[config.mk]
export PLATFORM = sky130hd
export DESIGN_NAME = pipe_hazard_unit
export DESIGN_NICKNAME = d
export VERILOG_FILES = /design/src/rtl/pipe_hazard_pkg.sv /design/src/rtl/pipe_hazard_match.sv /design/src/rtl/pipe_hazard_unit.sv
export SDC_FILE = /design/constraint.sdc
export NUM_CORES = 1
export LEC_CHECK = 0
export BUFFER_PORTS_ARGS = -buffer_cell sky130_fd_sc_hd__buf_2
export CAP_MARGIN = 0
export CORE_MARGIN = 8
export CORE_UTILIZATION = 45
export DETAILED_ROUTE_END_ITERATION = 8
export GPL_TIMING_DRIVEN = 0
export PLACE_DENSITY_LB_ADDON = 0.3
export SYNTH_ARGS = -nofsm -noshare
export SYNTH_HDL_FRONTEND = slang
export SYNTH_SLANG_ARGS = --single-unit
[constraint.sdc]
create_clock -name clk -period 3.1 [get_ports clk]
set_input_delay 0.465 -clock clk [delete_from_list [all_inputs] [get_ports clk]]
set_output_delay 0.465 -clock clk [all_outputs]
set_load 0.05 [all_outputs]
[src/rtl/pipe_hazard_pkg.sv]
// Shared defaults, scoreboard record and latency constants for the pipeline hazard unit.
package pipe_hazard_pkg;

    localparam int NUM_REGS_DEF       = 32;
    localparam int RAW_DEF            = 5;
    localparam int DEPTH_DEF          = 3;
    localparam int LATW_DEF           = 2;
    localparam int ZERO_HARDWIRED_DEF = 1;

    localparam int FWD_REGFILE = 0;
    localparam int LAT_ALU     = 1;
    localparam int LAT_LOAD    = 2;

    typedef struct packed {
        logic                valid;
        logic [RAW_DEF-1:0]  rd;
        logic [LATW_DEF-1:0] lat;
    } sb_entry_t;

    // Latency 0 behaves like 1; anything past the last tracked stage behaves like that stage.
    function automatic int clamp_lat(input int lat, input int depth);
        if (lat < 1) begin
            return 1;
        end else if (lat > depth) begin
            return depth;
        end
        return lat;
    endfunction

endpackage

[src/rtl/pipe_hazard_match.sv]
// Per-operand priority match: youngest matching in-flight writer decides forward vs. hazard.
module pipe_hazard_match
    import pipe_hazard_pkg::*;
#(
    parameter int RAW            = RAW_DEF,
    parameter int DEPTH          = DEPTH_DEF,
    parameter bit ZERO_HARDWIRED = 1'b1,
    localparam int FW            = $clog2(DEPTH + 1)
) (
    input  logic [DEPTH-1:0]          valid_i,
    input  logic [DEPTH-1:0][RAW-1:0] rd_i,
    input  logic [DEPTH-1:0][FW-1:0]  lat_i,
    input  logic [RAW-1:0]            op_i,
    input  logic                      used_i,
    output logic [FW-1:0]             fwd_o,
    output logic                      hazard_o
);

    logic          hit;
    logic [FW-1:0] win_k;
    logic [FW-1:0] win_lat;

    always_comb begin
        hit     = 1'b0;
        win_k   = '0;
        win_lat = '0;
        // Walk from oldest to youngest so the smallest stage index is the final winner.
        for (int k = DEPTH; k >= 1; k--) begin
            if (used_i && valid_i[k-1] && (rd_i[k-1] == op_i) &&
                !(ZERO_HARDWIRED && (op_i == '0))) begin
                hit     = 1'b1;
                win_k   = FW'(k);
                win_lat = lat_i[k-1];
            end
        end

        fwd_o    = FW'(FWD_REGFILE);
        hazard_o = 1'b0;
        if (hit) begin
            if (win_k >= win_lat) begin
                fwd_o = win_k;
            end else begin
                hazard_o = 1'b1;
            end
        end
    end

endmodule

[src/rtl/pipe_hazard_unit.sv]
// In-order pipeline hazard unit: scoreboard of in-flight writers, forwarding select and stall.
module pipe_hazard_unit
    import pipe_hazard_pkg::*;
#(
    parameter int NUM_REGS       = NUM_REGS_DEF,
    parameter int RAW            = $clog2(NUM_REGS),
    parameter int DEPTH          = DEPTH_DEF,
    parameter int LATW           = LATW_DEF,
    parameter bit ZERO_HARDWIRED = 1'(ZERO_HARDWIRED_DEF)
) (
    input  logic                         clk,
    input  logic                         reset,
    input  logic                         id_valid,
    input  logic [RAW-1:0]               id_rs,
    input  logic [RAW-1:0]               id_rt,
    input  logic                         id_rs_used,
    input  logic                         id_rt_used,
    input  logic [RAW-1:0]               id_rd,
    input  logic                         id_wr,
    input  logic [LATW-1:0]              id_lat,
    input  logic                         flush,
    input  logic                         mem_busy,
    output logic                         stall,
    output logic [$clog2(DEPTH+1)-1:0]   fwd_rs,
    output logic [$clog2(DEPTH+1)-1:0]   fwd_rt,
    output logic [31:0]                  stall_cnt
);

    localparam int FW = $clog2(DEPTH + 1);

    // Index 0 holds stage 1 (EX); index DEPTH-1 holds the last tracked stage.
    logic [DEPTH-1:0]          valid_q, valid_d;
    logic [DEPTH-1:0][RAW-1:0] rd_q, rd_d;
    logic [DEPTH-1:0][FW-1:0]  lat_q, lat_d;
    logic [31:0]               stall_cnt_q, stall_cnt_d;

    logic          haz_rs;
    logic          haz_rt;
    logic          hazard;
    logic          insert;
    logic [FW-1:0] lat_in;

    pipe_hazard_match #(
        .RAW            (RAW),
        .DEPTH          (DEPTH),
        .ZERO_HARDWIRED (ZERO_HARDWIRED)
    ) u_match_rs (
        .valid_i  (valid_q),
        .rd_i     (rd_q),
        .lat_i    (lat_q),
        .op_i     (id_rs),
        .used_i   (id_rs_used),
        .fwd_o    (fwd_rs),
        .hazard_o (haz_rs)
    );

    pipe_hazard_match #(
        .RAW            (RAW),
        .DEPTH          (DEPTH),
        .ZERO_HARDWIRED (ZERO_HARDWIRED)
    ) u_match_rt (
        .valid_i  (valid_q),
        .rd_i     (rd_q),
        .lat_i    (lat_q),
        .op_i     (id_rt),
        .used_i   (id_rt_used),
        .fwd_o    (fwd_rt),
        .hazard_o (haz_rt)
    );

    // A flushed instruction never stalls and never enters the scoreboard.
    assign hazard = haz_rs | haz_rt;
    assign stall  = mem_busy | (id_valid & ~flush & hazard);
    assign insert = id_valid & id_wr & ~stall & ~flush;
    assign lat_in = FW'(clamp_lat(int'(id_lat), DEPTH));

    always_comb begin
        valid_d = valid_q;
        rd_d    = rd_q;
        lat_d   = lat_q;
        if (!mem_busy) begin
            for (int k = DEPTH - 1; k > 0; k--) begin
                valid_d[k] = valid_q[k-1];
                rd_d[k]    = rd_q[k-1];
                lat_d[k]   = lat_q[k-1];
            end
            valid_d[0] = insert;
            rd_d[0]    = id_rd;
            lat_d[0]   = lat_in;
        end
    end

    always_comb begin
        stall_cnt_d = stall_cnt_q;
        if (stall && id_valid && (stall_cnt_q != 32'hFFFF_FFFF)) begin
            stall_cnt_d = stall_cnt_q + 32'd1;
        end
    end

    always_ff @(posedge clk or negedge reset) begin
        if (!reset) begin
            valid_q     <= '0;
            rd_q        <= '0;
            lat_q       <= '0;
            stall_cnt_q <= '0;
        end else begin
            valid_q     <= valid_d;
            rd_q        <= rd_d;
            lat_q       <= lat_d;
            stall_cnt_q <= stall_cnt_d;
        end
    end

    assign stall_cnt = stall_cnt_q;

endmodule

==> metrics, run 1 <==
via density per instance approximately 5.3; Worst-path clk slew ~0.1 ns; fin. max-slew vios 0; Crit. End Element output port; Internal about 1.2 mW; post-synthesis instance total 282; Cell Pwr Density 448.2 nW/um^2; drt initial violations 55; maxcap violations 0; Rows 30; RSZ-0062 raised after global routing true; DRT Pass-1 Iters 4; worst skew pair latency around 0.3 ns; critical path required time between 2 and 3 ns; Clock power frac between 20 and 25%; Root Driver clkbuf_8; GRT overflow 0; Post-Syn Area between 3000 and 4000 um^2; initial antenna violation count 0; IO Count 62; Max-slew headroom between 50 and 60%; post-route cell area 3974 um^2; number of diodes 0; Starting Density a little under half; area leader, netlist dfrtp_1; crit path DAT a little over 3 ns; Placed Instances ~420; yosys warns 0; CP Launch Type register; deepest clock path buffer count 2; htree depth 2; Worst VDD drop between 0.0004 and 0.0005 V; status finished with violations; Logic pwr share a little over a quarter; post-route insts no fill between 400 and 500; top cell type's share of synthesized area a little under half; actual slew at the worst max-slew pin 0.7045 ns; placed instance area ~3600 um^2; number of port buffers 61; final setup vio count 37; top area cells in the synthesized netlist dfrtp_1, xnor2_1, mux2_2, xor2_1, nand4_1; sequential share of the synthesized area a little under half; overall global routing resource usage about 16%; Hold WC Path Type primary input to async pin; vias in the first global route around 2500; Sequential Power Share about half; placement-stage worst setup slack -0.7825 ns; Static Leak about 1.8 nW; worst-path maximum fanout 3; DRT Wirelength 7.339 mm; Post-synth EDFFs 0; Net count, final 400; number of fill cells in the layout 600; Async S/R FF share, synth between 90% and 100%; TNS Setup -10.69 ns; Post-synth top flop dfrtp_1; Vias 2401; GP Congestion a little under 0.9; Syn Nets 312; register bit total from synthesis 56; fin crit share 112.6%; area grow syn2layout 29.79%; Sw Ratio 34.13%; die width between 90 and 100 um; largest net degree at the start of global routing 57; Cell variety after synth 40; cts bufs inserted 5; failing checks negative setup slack; DP Wirelength about 5.3 mm; multi-input gate area in the final layout between 1500 and 2000 um^2; CTS tree done; number of remaining DRC errors 0; die height between 90 and 100 um; Storage cell area around 1400 um^2; layout cells sized above 1 41.51%; Die ar. 9699 um^2; first-pass GRT wire length about 12 mm; Final Hold Viols 0; DR WL/cell 16.27 um; clock sinks 56; Detail Route Antenna Nets 0; clk_skew 0.009848 ns; utilization after layout roughly three fifths; fin crit period between 3 and 4 ns; Mean Syn Cell Area 10.86 um^2; Setup WS post-layout -0.3917 ns; core box area 6681 um^2; Max Clock Freq around 290 MHz; Crit Path Class register to output port; Psw approximately 0.61 mW
==> worst max-delay path: stages (launching register included) <==
cell and delay [ns]:
dfrtp_1 0.41, buf_4 0.15, xor2_1 0.15, nor4_2 0.34, and4_4 0.30, nor2_2 0.06, a221oi_2 0.20, a21oi_1 0.07
ha_1 0.27, nand2b_4 0.12, a21oi_4 0.07, a21o_2 0.21, a21o_4 0.22, buf_8 0.14
==> cell type report <==
type | instances | area share (%)
multi-input cells | 213 | 44.27
inverters | 5 | 0.4723
repair buffers | 81 | 13.41
well taps | 80 | 2.519
clock inverters | 1 | 0.1889
flip-flops and latches | 56 | 35.26
clock buffers | 7 | 2.173
plain buffers | 8 | 1.700
==> registers in the layout, indices dropped and copies added, names as in the netlist <==
signal / flops
valid_q: 3
stall_cnt: 32
rd_q: 15
lat_q: 6
==> cell usage in the layout (no fill, tap or decap), types with 7 or more instances in the layout <==
cell     instances
buf_6           10
xor2_1          27
and3_1          11
xnor2_1         34
mux2_2          22
nand3_1         13
nand2_2         11
nor2_1           9
buf_2           51
dfrtp_1         56
buf_4           19
nand2_1          7
nand4_1         13
==> stage by stage <==
step / hold WS (ns) / total power [mW]
after floorplan: 0.1694 / 1.215
after global placement: 0.4772 / 1.340
after CTS: 0.3719 / 1.800
after global routing: 0.2444 / 1.882
after detailed placement: 0.4835 / 1.350
final: 0.1939 / 1.781
==> kinds of logic after synthesis <==
kind of cell / synth area share, %
adder cells (fa/ha/maj): 2.043
XOR/XNOR: 17.45
flip-flops: 45.77
AND/OR/NAND/NOR: 18.96
buffers and inverters: 2.452
AO/OA/AOI/OAI: 5.231
multiplexers: 8.092
==> worst paths after layout <==
path / from / end / slack, ns / depth (start not counted)
max: rd_q[5] / stall / -0.39 / 13
min: reset / rd_q[0] / 0.19 / 1
max reg2reg: rd_q[5] / stall_cnt[22] / -0.37 / 17
min reg2reg: stall_cnt[7] / stall_cnt[7] / 0.49 / 1
max in group asynchronous: reset / stall_cnt[12] / 2.43 / 1
min in group clk: id_rd[0] / rd_q[0] / 0.39 / 2
==> cell usage after synthesis, drive strengths merged (4+ instances only) <==
library cell and instances:
nand3 15, and3 11, nand4 13, and4 8
nand2 18, buf 4, mux2 22, a21oi 7
clkbuf 4, nor2b 4, xnor2 34, nor4 6
dfrtp 56, nor3 5, nor2 14, and2 4
xor2 27, inv 5, ha 5
==> per-layer routing <==
metal | global-route usage [%] | share of wire (%)
met1 | 18.87 | 43
met3 | 3.665 | 4.6
met5 | 0 | 0
met4 | 4.604 | 0.99
met2 | 26.74 | 51
==> what timing repair did <==
| action | 4_1_cts | 5_1_grt |
|---|---|---|
| hold buffers | 0 | 0 |
| buffers inserted | 16 | 3 |
| setup endpoints to repair | 37 | 37 |
| gates resized for setup | 33 | 11 |
| pin swaps | 17 | 12 |
| gates cloned | 0 | 1 |
==> power by group through the flow <==
| stage | registers [mW] | clock network, mW | logic (mW) |
|---|---|---|---|
| after floorplan | 1.03 | 0 | 0.183 |
| after global placement | 0.919 | 0 | 0.422 |
| after CTS | 0.904 | 0.434 | 0.462 |
| after detailed placement | 0.920 | 0 | 0.429 |
| after global routing | 0.921 | 0.465 | 0.496 |
| final | 0.904 | 0.412 | 0.465 |
Note: power is estimated with default switching activity, not from simulation.
==> run 2, diff against run 1 <==
--- a/config.mk
+++ b/config.mk
@@ -7,6 +7,7 @@
 export LEC_CHECK = 0
 export BUFFER_PORTS_ARGS = -buffer_cell sky130_fd_sc_hd__buf_2
 export CAP_MARGIN = 0
+export CORE_ASPECT_RATIO = 1.25
 export CORE_MARGIN = 8
 export CORE_UTILIZATION = 45
 export DETAILED_ROUTE_END_ITERATION = 8
==> run 2 against run 1 <==
The flow still finishes with violations (negative setup slack). Combinational power increased by 11%. Total power up 17%. Sequential power grew 1%. Global-route usage up 0.52 points. Wire length up 8.3%. Final cell count increased by 3.1%. Critical path depth stayed put. Die area is 0.17% higher. Setup slack worse by 0.12 ns. Register-to-register slack worse by 0.07 ns. Largest power group unchanged. Highest routed layer unchanged.
==> metrics, run 2 (synthesis gave the netlist of run 1 again) <==
area grow syn2layout 38.95%; die height 108.2 um (+9.9%); Die ar. 9715 um^2 (+0.17%); overall global routing resource usage 16.09% (+0.52 points); max reg flops 32 (unchanged); failing checks negative setup slack; vias in the first global route 2682 (+5.5%); largest net degree at the start of global routing 57 (unchanged); Placed Instances 430 (+1.7%); Worst-path clk slew 0.12 ns (+0.02 ns); Worst VDD drop 0.0006970 V (+53%); layout cells sized above 1 45.77% (+4.3 points); drt initial violations 64 (+16%); Net count, final 407 (+1.8%); critical path required time 2.63 ns (about the same); worst skew pair latency 0.32 ns (+0.02 ns); Setup WS post-layout -0.5139 ns (-0.1222 ns); Pwr Total 2.083 mW (+17%); commonest non-fill, non-tap cell in the layout dfrtp_1; Root Driver clkbuf_8; Crit path max-delay family compound AO/OA/AOI/OAI gates; clock sinks 56 (unchanged); fin. max-slew vios 0 (unchanged); CP Launch Type primary input; number of diodes 0 (unchanged); initial antenna violation count 0 (unchanged); number of remaining DRC errors 0 (unchanged); Crit-path slowest cell or4_1; fin crit share 116.6% (+3.9 points); Max-slew headroom 52.00% (-1.0 points); DRT Pass-1 Iters 4 (unchanged); worst-path maximum fanout 4 (+1); post-route insts no fill 465 (+3.1%); Bufs and invs on worst path 3 (+1); Hold WC Path Type primary input to async pin; CTS tree done; deepest clock path buffer count 2 (unchanged); CP peak stage delay 0.53 ns (+0.12 ns); highest-count cells in the layout ignoring fill and taps dfrtp_1, buf_2, xnor2_1; first-pass GRT wire length 12.79 mm (+3.1%); GRT overflow 0 (unchanged); IO Count 62 (unchanged); CTS hold repair buffers 0 (unchanged); Starting Density 46.64% (+0.81 points); WHS 0.1878 ns (-0.006138 ns); Vias 2479 (+3.2%); actual slew at the worst max-slew pin 0.7200 ns (+0.01547 ns); maxcap violations 0 (unchanged); final setup vio count 37 (unchanged); via density per instance 5.331 (+0.14%); clk_skew 0.01822 ns (+0.008368 ns); Rows 33 (+10%); RSZ-0062 raised after global routing true; Final Hold Viols 0 (unchanged); placement-stage worst setup slack -0.7721 ns (+0.01039 ns); DP Wirelength 5.313 mm (about the same); CP Cell Sequence buf_4, or4_1, o21a_1, and4_4, buf_6, a221oi_4, a21oi_2, ha_1, nand2b_4, a21oi_4, a21o_2, a21o_4, buf_8; crit path DAT 3.15 ns (+0.12 ns); Detail Route Antenna Nets 0 (unchanged); Crit Path Class primary input to output port; core box area 6565 um^2 (-1.7%); Cell Pwr Density 489.6 nW/um^2 (+9.2%); DRT Wirelength 7.946 mm (+8.3%); Crit. End Element output port; Static Leak 1.969 nW (+8.4%); fin crit period 3.614 ns (+0.1222 ns); DR WL/cell 17.09 um (+5.0%); die width 89.78 um (-8.8%); number of port buffers 61 (unchanged); cts bufs inserted 5 (unchanged); status finished with violations; number of fill cells in the layout 515 (-14%); htree depth 2 (unchanged); GP Congestion 0.8151 (-6.8%); Max Clock Freq 276.7 MHz (-3.4%)
-- run 2: cell count changes in the layout (fill, tap and decap cells not counted), sizes merged --
cell	delta
buf	+7
clkbuf	-2
clkinvlp	-1
bufinv	+3
-- run 2: cell type report --
| class | count | area (um^2) | area share (%) |
|---|---|---|---|
| Buffer | 8 | 67.56 | 1.588 |
| Timing Repair Buffer | 88 | 603.1 | 14.18 |
| Clock inverter | 3 | 90.09 | 2.118 |
| Inverter | 5 | 18.77 | 0.4412 |
| Clock buffer | 5 | 68.82 | 1.618 |
| Tap cell | 87 | 108.9 | 2.559 |
| Multi-Input combinational cell | 213 | 1896 | 44.56 |
| Sequential cell | 56 | 1401 | 32.94 |
-- run 2: path summary, 6_finish.rpt --
path | from | endpoint | slack (ns) | depth (start not counted)
worst max-delay path | id_rt[4] | stall | -0.51 | 13
worst min-delay path | reset | stall_cnt[3] | 0.19 | 1
worst max register to register | rd_q[5] | stall_cnt[2] | -0.44 | 19
worst min register to register | stall_cnt[27] | stall_cnt[27] | 0.49 | 1
max in group asynchronous | reset | lat_q[4] | 2.42 | 1
min in group clk | id_rd[3] | rd_q[3] | 0.37 | 2
-- run 2: routing by layer --
| metal | GRT usage (%) | up-vias | wire length [um] |
|---|---|---|---|
| met2 | 30.14 | 50 | 4323 |
| li1 | - | 1184 | - |
| met3 | 3.534 | 11 | 301 |
| met4 | 4.606 | 0 | 117 |
| met5 | 0 | - | 0 |
| met1 | 17.87 | 1234 | 3203 |
-- run 2: stage by stage --
step | setup TNS, ns | util [%] | cell area (um^2)
floorplan | -6.404 | - | 3153
global placement | -20.71 | 54.34 | 3567
detailed placement | -22.59 | 54.34 | 3567
CTS | -8.483 | 61.83 | 4059
global route | -18.63 | 64.80 | 4254
finish | -14.61 | 64.80 | 4254
-- run 2: timing repair --
action                     4_1_cts  5_1_grt
setup endpoints to repair       37       37
resized for setup               42       19
setup buffers                   14       11
pin swaps                       31       20
gates cloned                     2        0
-- run 2: report_power, final --
group	leakage (nW)	switching, mW	internal [mW]
sequential	0.718	0.105	0.809
clock	0.0784	0.248	0.404
combinational	1.17	0.304	0.213
total	1.97	0.656	1.43
==> run 3, diff against run 2 <==
==> constraint.sdc (replaced) <==
create_clock -name clk -period 3.1 [get_ports clk]
set_input_delay 0.31 -clock clk [delete_from_list [all_inputs] [get_ports clk]]
set_output_delay 0.31 -clock clk [all_outputs]
set_load 0.05 [all_outputs]
==> run 3 against run 2 <==
The flow still finishes with violations (negative setup slack). Combinational power shrank 8.1%. Utilization decreased by 3.8 points. Largest cell class unchanged. Total power is 10% lower. Largest power group unchanged. Via count is 1.9% lower. Wire length fell by 6.9%.
==> metrics, run 3 (synthesis gave the netlist of run 1 again) <==
max reg flops 32 (unchanged); Setup WS post-layout -0.2761 ns (+0.2377 ns); CP peak stage delay 0.54 ns (about the same); first-pass GRT wire length 12.21 mm (-4.5%); htree depth 2 (unchanged); CP Cell Sequence clkbuf_4, or4_4, o21a_1, and4_4, buf_4, a221oi_2, a21oi_1, ha_1, nand2b_4, a21oi_4, o31a_1, a21o_2, a21o_2, buf_8; core box area 6565 um^2 (unchanged); Sequential Power Share 48.5% (+4.6 points); Pwr Total 1.871 mW (-10%); number of fill cells in the layout 554 (+7.6%); Root Driver clkbuf_8; Worst-path clk slew 0.10 ns (-0.02 ns); RR Endpoint stall_cnt[18]; Final Hold Viols 0 (unchanged); die width 89.78 um (unchanged); DRT Pass-1 Iters 4 (unchanged); Max-slew headroom 53.21% (+1.2 points); layout cells sized above 1 40.86% (-4.9 points); CP Launch Point id_rs[1]; die height 108.2 um (unchanged); Clock power frac 26.1% (-5.2 points); Bufs and invs on worst path 3 (unchanged); area grow syn2layout 30.69%; WHS 0.03692 ns (-0.1509 ns); Crit path max-delay family compound AO/OA/AOI/OAI gates; CTS tree done; failing checks negative setup slack; Net count, final 401 (-1.5%); Vias 2431 (-1.9%); number of port buffers 61 (unchanged); Rows 33 (unchanged); clk_skew 0.01213 ns (-0.006081 ns); Crit. End Element output port; Crit Path Class primary input to output port; Worst R2R Path Depth 17 (-2); Psw 0.6310 mW (-3.9%); Worst VDD drop 0.0006895 V (-1.1%); RSZ-0062 raised after global routing true; Sw Ratio 33.72% (+2.2 points); status finished with violations; largest net degree at the start of global routing 57 (unchanged); initial antenna violation count 0 (unchanged); vias in the first global route 2525 (-5.9%); actual slew at the worst max-slew pin 0.7019 ns (-0.01813 ns); Starting Density 46.64% (unchanged); DR WL/cell 16.11 um (-5.7%); number of remaining DRC errors 0 (unchanged); fin crit share 108.9% (-7.7 points); Max Clock Freq 296.2 MHz (+7.0%); Static Leak 1.845 nW (-6.3%); maxcap violations 0 (unchanged); overall global routing resource usage 15.19% (-0.90 points); Internal 1.240 mW (-13%); DP Wirelength 5.280 mm (-0.62%); GP Congestion 0.8246 (+1.2%); worst skew pair latency 0.31 ns (about the same); via density per instance 5.296 (-0.65%); drt initial violations 73 (+14%); CP Launch Type primary input; final setup vio count 34 (-8.1%); Hold WC Path Type primary input to async pin; worst-path maximum fanout 4 (unchanged); Die ar. 9715 um^2 (unchanged); CTS hold repair buffers 0 (unchanged); IO Count 62 (unchanged); crit path DAT 3.07 ns (-0.08 ns); GRT overflow 0 (unchanged); Crit-path slowest cell or4_4; clock sinks 56 (unchanged); commonest non-fill, non-tap cell in the layout dfrtp_1; Logic pwr share 25.4% (+0.6 points); crit-path most repeated cell a21o_2; cts bufs inserted 5 (unchanged); fin crit period 3.376 ns (-0.2377 ns); fin. max-slew vios 0 (unchanged); DRT Wirelength 7.396 mm (-6.9%); deepest clock path buffer count 2 (unchanged); number of diodes 0 (unchanged); critical path required time 2.79 ns (+0.16 ns); launch point of the worst reg-to-reg path rd_q[7]; Cell Pwr Density 467.6 nW/um^2 (-4.5%); Detail Route Antenna Nets 0 (unchanged); highest-count cells in the layout ignoring fill and taps dfrtp_1, buf_2, xnor2_1; r2r setup slk -0.23 ns (+0.21 ns)
-- run 3: changes by cell type in the layout (fill, tap and decap cells not counted), moves of 3 or more --
| cell | previous run | this run |
|---|---|---|
| nand3_2 | 8 | 0 |
| nand3_1 | 7 | 15 |
| buf_6 | 12 | 7 |
| xnor2_2 | 4 | 1 |
| xnor2_1 | 30 | 33 |
| nand2_2 | 7 | 10 |
| nand2_4 | 4 | 0 |
-- run 3: how the worst max path moves through the flow --
stage | slack [ns] | to | cells after the start
final | -0.28 | stall | 14
after detailed placement | -0.64 | stall_cnt[18] | 17
after floorplan | -0.09 | stall_cnt[18] | 15
after global routing | -0.44 | stall_cnt[18] | 18
after CTS | -0.26 | stall | 13
after global placement | -0.58 | stall_cnt[18] | 17
-- run 3: final cells by class --
cell class,instances,area (um^2),area share (%)
multi-input combinational,213,1754,43.84
sequential,56,1401,35.02
timing repair buffer,82,544.3,13.60
tap,87,108.9,2.720
clock buffer,5,68.82,1.720
buffer,8,62.56,1.563
clock inverter,3,42.54,1.063
inverter,5,18.77,0.4690
-- run 3: power by group through the flow --
| stage | Combinational, mW | Clock, mW | Sequential [mW] |
|---|---|---|---|
| finish | 0.475 | 0.488 | 0.908 |
| global route | 0.510 | 0.534 | 0.923 |
| CTS | 0.452 | 0.502 | 0.907 |
| detailed placement | 0.428 | 0 | 0.920 |
| global placement | 0.419 | 0 | 0.918 |
| floorplan | 0.183 | 0 | 1.03 |
-- run 3: what timing repair did --
action | CTS | global route
setup endpoints to repair | 37 | 37
gates resized for setup | 17 | 19
pin swaps | 19 | 16
buffers inserted | 13 | 6
gates cloned | 0 | 2
-- run 3: layer usage --
metal  vias to the layer above  share of wire, %  GRT usage, %
met5                         -                 0             0
met4                         0              0.62         4.364
met3                         4               4.0         3.604
met2                        42                54         28.13
met1                      1204                41         16.95
li1                       1181                 -             -
-- run 3: per-stage QoR --
stage	instance area, um^2	worst slack [ns]	utilization, %	std cells	TNS, ns
detailed placement	3561	-0.6393	54.24	430	-17.25
global placement	3561	-0.5821	54.24	430	-15.38
floorplan	3147	-0.08931	-	282	-1.217
CTS	3837	-0.2574	58.45	451	-6.141
finish	4001	-0.2761	60.95	459	-6.350
global route	4001	-0.4362	60.95	459	-11.84
